File: config.mk
export PLATFORM = sky130hd
export DESIGN_NAME = matrix_key_scanner
export DESIGN_NICKNAME = d
export VERILOG_FILES = /design/src/rtl/matrix_key_scanner.sv
export SDC_FILE = /design/constraint.sdc
export NUM_CORES = 1
export LEC_CHECK = 0
export CORE_MARGIN = 4
export CORE_UTILIZATION = 45
export CTS_CLUSTER_DIAMETER = 200
export DETAILED_ROUTE_END_ITERATION = 16
export SYNTH_ARGS = -nofsm -noshare
export SYNTH_HDL_FRONTEND = slang
export SYNTH_SLANG_ARGS = --single-unit
File: constraint.sdc
create_clock -name i_clk -period 3.3 [get_ports i_clk]
set_input_delay 0.66 -clock i_clk [delete_from_list [all_inputs] [get_ports i_clk]]
set_output_delay 0.66 -clock i_clk [all_outputs]
set_load 0.03 [all_outputs]
File: src/rtl/matrix_key_scanner.sv
// rtl/matrix_key_scanner.sv - 4x4 active-low key matrix scanner with frame-level debounce.
// Drives one row low at a time, collects a 16-key frame, and emits one event per accepted press.
module matrix_key_scanner #(
  parameter int SCAN_CYCLES     = 50000,
  parameter int DEBOUNCE_FRAMES = 10
) (
  input  logic       i_clk,
  input  logic       i_rst_n,
  input  logic [3:0] i_col_in,
  output logic [3:0] o_row_out,
  output logic       o_key_valid,
  output logic [3:0] o_key_code,
  output logic       o_key_held
);

  localparam int            CW         = $clog2(SCAN_CYCLES);
  localparam logic [CW-1:0] DWELL_LAST = CW'(SCAN_CYCLES - 1);
  localparam logic [7:0]    DEB_FRAMES = 8'(DEBOUNCE_FRAMES);

  typedef enum logic [1:0] {
    S_IDLE,
    S_PRESS,
    S_HELD,
    S_RELEASE
  } state_t;

  logic [3:0]    r_col_meta;
  logic [3:0]    r_col_sync;
  logic [1:0]    r_row;
  logic [CW-1:0] r_dwell;
  logic [3:0]    r_row_out;
  logic [11:0]   r_acc;

  state_t        r_state;
  state_t        w_state_nx;
  logic [7:0]    r_cnt;
  logic [7:0]    w_cnt_nx;
  logic [7:0]    w_cnt_inc;
  logic [3:0]    r_cand;
  logic [3:0]    w_cand_nx;
  logic          r_valid;
  logic          w_valid_nx;
  logic [3:0]    r_code;
  logic [3:0]    w_code_nx;
  logic          r_held;
  logic          w_held_nx;

  logic          w_sample;
  logic          w_frame_end;
  logic [1:0]    w_row_nx;
  logic [15:0]   w_frame;
  logic          w_none;
  logic          w_single;
  logic [3:0]    w_single_code;

  assign w_sample    = (r_dwell == DWELL_LAST);
  assign w_frame_end = w_sample && (r_row == 2'd3);
  assign w_row_nx    = r_row + 2'd1;
  // Row 3 is never stored: it is folded in directly from the synchronizer at frame end.
  assign w_frame     = {~r_col_sync, r_acc};
  assign w_none      = (w_frame == 16'h0000);
  assign w_single    = !w_none && ((w_frame & (w_frame - 16'd1)) == 16'h0000);
  assign w_cnt_inc   = r_cnt + 8'd1;

  always_comb begin
    w_single_code = 4'h0;
    for (int i = 0; i < 16; i++) begin
      if (w_frame[i]) w_single_code = 4'(i);
    end
  end

  always_ff @(posedge i_clk or negedge i_rst_n) begin
    if (!i_rst_n) begin
      r_col_meta <= 4'hF;
      r_col_sync <= 4'hF;
      r_row      <= 2'd0;
      r_dwell    <= '0;
      r_row_out  <= 4'b1110;
      r_acc      <= 12'h000;
    end else begin
      r_col_meta <= i_col_in;
      r_col_sync <= r_col_meta;
      if (w_sample) begin
        r_dwell   <= '0;
        r_row     <= w_row_nx;
        r_row_out <= ~(4'b0001 << w_row_nx);
        case (r_row)
          2'd0:    r_acc[3:0]  <= ~r_col_sync;
          2'd1:    r_acc[7:4]  <= ~r_col_sync;
          2'd2:    r_acc[11:8] <= ~r_col_sync;
          default: r_acc       <= 12'h000;
        endcase
      end else begin
        r_dwell <= r_dwell + 1'b1;
      end
    end
  end

  always_ff @(posedge i_clk or negedge i_rst_n) begin
    if (!i_rst_n) begin
      r_state <= S_IDLE;
      r_cnt   <= 8'd0;
      r_cand  <= 4'h0;
      r_valid <= 1'b0;
      r_code  <= 4'h0;
      r_held  <= 1'b0;
    end else begin
      r_state <= w_state_nx;
      r_cnt   <= w_cnt_nx;
      r_cand  <= w_cand_nx;
      r_valid <= w_valid_nx;
      r_code  <= w_code_nx;
      r_held  <= w_held_nx;
    end
  end

  always_comb begin
    w_state_nx = r_state;
    w_cnt_nx   = r_cnt;
    w_cand_nx  = r_cand;
    w_valid_nx = 1'b0;
    w_code_nx  = r_code;
    w_held_nx  = r_held;
    if (w_frame_end) begin
      case (r_state)
        S_IDLE: begin
          if (w_single) begin
            w_cand_nx  = w_single_code;
            w_cnt_nx   = 8'd1;
            w_state_nx = S_PRESS;
          end
        end
        S_PRESS: begin
          if (w_single && (w_single_code == r_cand)) begin
            w_cnt_nx = w_cnt_inc;
            if (w_cnt_inc == DEB_FRAMES) begin
              w_valid_nx = 1'b1;
              w_code_nx  = r_cand;
              w_held_nx  = 1'b1;
              w_state_nx = S_HELD;
            end
          end else if (w_single) begin
            w_cand_nx = w_single_code;
            w_cnt_nx  = 8'd1;
          end else begin
            w_cnt_nx   = 8'd0;
            w_state_nx = S_IDLE;
          end
        end
        S_HELD: begin
          if (w_none) begin
            w_cnt_nx   = 8'd1;
            w_state_nx = S_RELEASE;
          end
        end
        default: begin
          // A press seen mid-release is a bounce on the same hold, never a new event.
          if (w_none) begin
            w_cnt_nx = w_cnt_inc;
            if (w_cnt_inc == DEB_FRAMES) begin
              w_held_nx  = 1'b0;
              w_state_nx = S_IDLE;
            end
          end else begin
            w_state_nx = S_HELD;
          end
        end
      endcase
    end
  end

  assign o_row_out   = r_row_out;
  assign o_key_valid = r_valid;
  assign o_key_code  = r_code;
  assign o_key_held  = r_held;

endmodule

-- Word level (Yosys, flattened, before mapping)
Index checks and enable logic that the tools add are counted.
- $add $sub $neg: 4
- multipliers: 0
- divide/modulo/power cells: 0
- $lt $le $gt $ge: 0
- equal/unequal tests: 15
- shift-type cells: 1
- multiplexer cells: 45
- bitwise gates (word level): 7
- reduce and logical (&&, ||, !) cells: 23
- operators by type and width (cell ; number):
    4-bit 2-to-1 mux ; 14
    16-bit zero test ; 2
    8-bit 2-to-1 mux ; 4
    4-bit case mux with 2 select lines ; 4
    8-bit case mux with 3 select lines ; 1
    2-bit 2-to-1 mux ; 9
    16-bit by 1-bit adder with 16-bit output, second input constant ; 1
    16-bit AND ; 1
    16-bit == test, second input constant ; 1
    16-bit 2-to-1 mux ; 1
    16-bit by 1-bit subtractor with 16-bit output, second input constant ; 1
    1-bit 2-to-1 mux ; 10
    8-bit by 1-bit adder with 8-bit output, second input constant ; 1
    8-bit by 4-bit == test with 1-bit output, second input constant ; 1
    2-bit != test, second input constant ; 4
    4-bit NOT ; 2
    4-bit AND reduction ; 2
    2-bit OR reduction ; 4
    2-bit == test, second input constant ; 3
    3-bit != test, second input constant ; 2
    2-bit case mux with 3 select lines ; 1
    2-bit AND reduction ; 3
    6-bit AND reduction ; 1
    5-bit by 1-bit != test with 1-bit output, second input constant ; 1
    13 further kinds ; 21
- flip-flop bits (word level): 62
- latch bits: 0
- memory bits (writable): 0
- memory bits (read-only): 0
- bits of input ports: 6
- output and inout bits: 10
- logic and storage cells: 109
- memories kept: 0

-- Depth between registers and ports, before layout
- depth after elaboration: 20
- gate-level depth with buffers: 9

-- Worst setup path before layout
Ideal clock, no wire load.
- path kind: reg-to-reg
- start point: reg r_acc[9]
- end point: reg r_cnt[7]
- library setup time: 92 ps
- arrival: 3019 ps
- required time: 3208 ps
- setup slack: 189 ps
- cell stages (with the launch flop): 10
- period minus slack after synthesis: 3111 ps
- path through: dfrtp_1 or4_1 buf_2 or3_4 mux2i_1 or3_1 or4b_4 o21ai_4 nand2b_4 o31ai_2
- cells in the longest elaborated chain, start to end: 11
- RTL lines (element ; line ; RTL):
    from (decl) ; 32 ; logic [11:0] r_acc;
    from (signal assigned) ; 90 ; 2'd2: r_acc[11:8] <= ~r_col_sync;
    parallel branches: the longest is 11 deep, another holds 16-bit by 1-bit subtractor with 16-bit output ; -- ;
    to (signal assigned) ; 109 ; r_cnt <= w_cnt_nx;
    to (decl) ; 36 ; logic [7:0] r_cnt;
Parallel ways; which one is timed is not known.
A chain may end at the register's enable or synchronous reset.

-- Worst setup path after layout
- start point: reg r_acc[1]
- end point: reg r_cnt[3]
- cells in the longest elaborated chain, start to end: 19
- RTL lines (element ; line ; RTL):
    from (signal assigned) ; 88 ; 2'd0: r_acc[3:0] <= ~r_col_sync;
    1-bit 2-to-1 mux ; 68 ; if (w_frame[i]) w_single_code = 4'(i);
    2-bit 2-to-1 mux (2 in series) ; 68 ;
    4-bit 2-to-1 mux (12 in series) ; 68 ;
    4-bit == test ; 134 ; if (w_single && (w_single_code == r_cand)) begin
    1-bit logical AND ; 134 ;
    8-bit 2-to-1 mux ; 134 ;
    8-bit case mux with 3 select lines ; 125 ; case (r_state)
Parallel ways exist; a longest one is shown, timed or not.

==> metrics.cfg <==
[drt]
firstDrtPassIters = 4
drtIter0Drc = 122
avgViaCountPerCell = 5.49
finalWirelength_um = 6890
drc = 0
ant_nets = 0
vias = 2651
wl_per_cell_um = 14.3

[timing]
fmax_mhz = 321
slew_headroom_pct = 55.6
fin_crit_sh_pct = 94.4
rsz0062_at_grt = no
clock_skew_ns = 0.00877
tns_ns = 0
worst_slew_pin_slew_ns = 0.657
min_period_ns = 3.12
setup_ws_ns = 0.185
drv_slew = 0
hold_violations = 0
setup_viol = 0

[global_routing]
grt_max_degree = 24
antenna_found_initial = 0
first_global_vias = 2449
grt_pass1_wl_um = 11700
overflow = 0
grt_usage_pct = 16.9

[synthesis]
yosysTopAreaCellShare_pct = 37.9
yosysUniqueCellTypes = 56
async_reset_ff_share_pct = 100
syn-num-nets = 359
synth_warnings = 0
synth_ff_type = dfrtp_1
yosysTopAreaCell = dfrtp_1
ys_ff_latch = 62
mappedNetlistArea_um2 = 3360
synth_edf_count = 0
yosysSeqAreaShare_pct = 46.5
synth.area.top_cells = dfrtp_1 (38%), dfstp_2 (8.6%), ha_1 (5.2%)
avgSynthCellArea_um2 = 9.92
synth_cells = 339

[die]
ios = 16
die_area_um2 = 8920
die_y_um = 94.5
rows = 31
design.core.area_um2 = 7250
initial_core_util_pct = 46.4
die_w_um = 94.5

[final_layout]
nNetsFinal = 399
diodes = 0
drive_gt1_share_pct = 18.2
syn_to_final_growth_pct = 18.2
post-route-util_pct = 54.8

[setup_path]
slowest_delay_ns = 0.56
crit_type = reg2reg
worst_setup_path_end_kind = flip-flop
start_kind = flip-flop
worstPathCellList = or4_4 > or3_4 > mux2i_1 > or3_1 > or4b_4 > o21ai_4 > buf_4 > a22oi_1 > o31ai_1
worst_ep_required_time_ns = 3.54
cp_max_fo = 6
r2r_cells = 9
cp_slowest_cell = or4_4
critPathArrivalTime_ns = 3.36
rrSetupSlack_ns = 0.18

[clocking]
cts_tree = yes
clock_latency_ns = 0.34
clk_pin_slew_ns = 0.07
clock_path_buffers = 2
numCtsBuffers = 9
h-tree-depth = 3
clkSinkCount = 62
root_buffer = clkbuf_8
cts_hold_buf = 0

[place]
dp_slack_ns = 0.00736
port_buffers = 15
hpwlAfterDp_um = 5030
gp_congestion = 0.895

[power_and_ir_drop]
peakVddDrop_v = 0.000286
p_per_area_nw_per_um2 = 373
leakage_nw = 1.70

[hold_path]
hold_path.class = in2async

[run_status]
status = finished, final reports clean

[flow_run]
cap_violations = 0

final timing paths:
check                               from            end
hold / removal                   i_rst_n       r_cnt[1]
setup / recovery                r_acc[1]       r_cnt[3]
max in group asynchronous        i_rst_n   o_row_out[1]
hold reg to reg            r_col_meta[2]  r_col_sync[2]
setup reg to reg                r_acc[1]       r_cnt[3]
min in group i_clk         r_col_meta[2]  r_col_sync[2]
critical path: cells and delay by family (launching register included):
family / cells / cell delay (ns)
AOI/OAI and AO/OA: 3 / 0.35
buffers and inverters: 1 / 0.18
DFF: 1 / 0.42
muxes: 1 / 0.14
and+or+nand+nor: 4 / 1.92
Yosys cell counts, drive strengths merged, types with 6 or more instances:
| master | instances |
|---|---|
| inv | 18 |
| a22oi | 6 |
| a21oi | 7 |
| o31ai | 6 |
| nor4 | 7 |
| nand3 | 14 |
| xnor2 | 7 |
| and2 | 7 |
| nand3b | 7 |
| and3 | 7 |
| nor3 | 9 |
| dfrtp | 51 |
| ha | 14 |
| dfstp | 11 |
| nor2b | 10 |
| xor2 | 8 |
| o21ai | 29 |
| mux2 | 7 |
| clkbuf | 7 |
| nor2 | 25 |
| nand2 | 26 |
what timing repair did:
item | 4_1_cts | 5_1_grt
buffers inserted | 0 | 2
resized for setup | 0 | 2
setup endpoints to repair | 0 | 16
metal layers:
layer	vias up	part of all wire, %	global-route usage, %
met5	-	0	0
met1	1270	49	22.8
met4	0	1.1	4.33
met3	6	4.8	6.22
met2	68	45	25.8
li1	1307	-	-
cell type report:
class,instances,area (µm²)
timing repair buffer,37,310
inverter,18,67.6
tap,99,124
sequential,62,1570
fill,687,3280
multi-input combinational,251,1710
clock buffer,10,128
clock inverter,6,71.3
cells in the final DEF (no fill, tap or decap), types with 8 or more instances in the layout:
master,instances
clkbuf_8,9
buf_4,22
xor2_1,8
dfrtp_1,51
nor3_1,9
ha_1,14
nand3_1,14
o21ai_0,28
dfstp_2,11
inv_1,18
nor2_1,25
nand2_1,26
nor2b_1,10
clkdlybuf4s50_1,14
report_power, final:
group | leakage (nW) | internal (mW) | total, mW | switching, mW
sequential | 0.813 | 0.769 | 0.775 | 0.00601
clock | 0.0931 | 0.354 | 0.665 | 0.312
combinational | 0.796 | 0.0163 | 0.0435 | 0.0271
registers in the layout (all words and copies together) (netlist names):
signal and count:
r_acc 12, r_col_meta 4, o_key_held 1, o_row_out 4, o_key_code 4, r_col_sync 4, r_cnt 8, r_row 2
r_cand 4, r_state 2, r_dwell 16, o_key_valid 1
cell families (layout without fill, tap and decap cells):
family | count (synthesis) | after routing | synth area share [%]
xor+xnor | 15 | 15 | 3.90
compound gates | 74 | 74 | 14.8
buf+inv | 26 | 71 | 2.94
flops | 62 | 62 | 46.5
simple gates | 134 | 134 | 22.2
mux | 11 | 11 | 3.53
fa+ha+maj | 17 | 17 | 6.10
per-stage QoR:
stage	power, mW	area (µm²)	cells	hold WS, ns
floorplan	0.803	3360	339	0.345
global placement	0.833	3750	465	0.345
detailed placement	0.833	3750	465	0.347
CTS	1.51	3950	481	0.285
global route	1.55	3980	483	0.281
finish	1.48	3980	483	0.277
No activity file was read; power rests on OpenSTA's default activity.
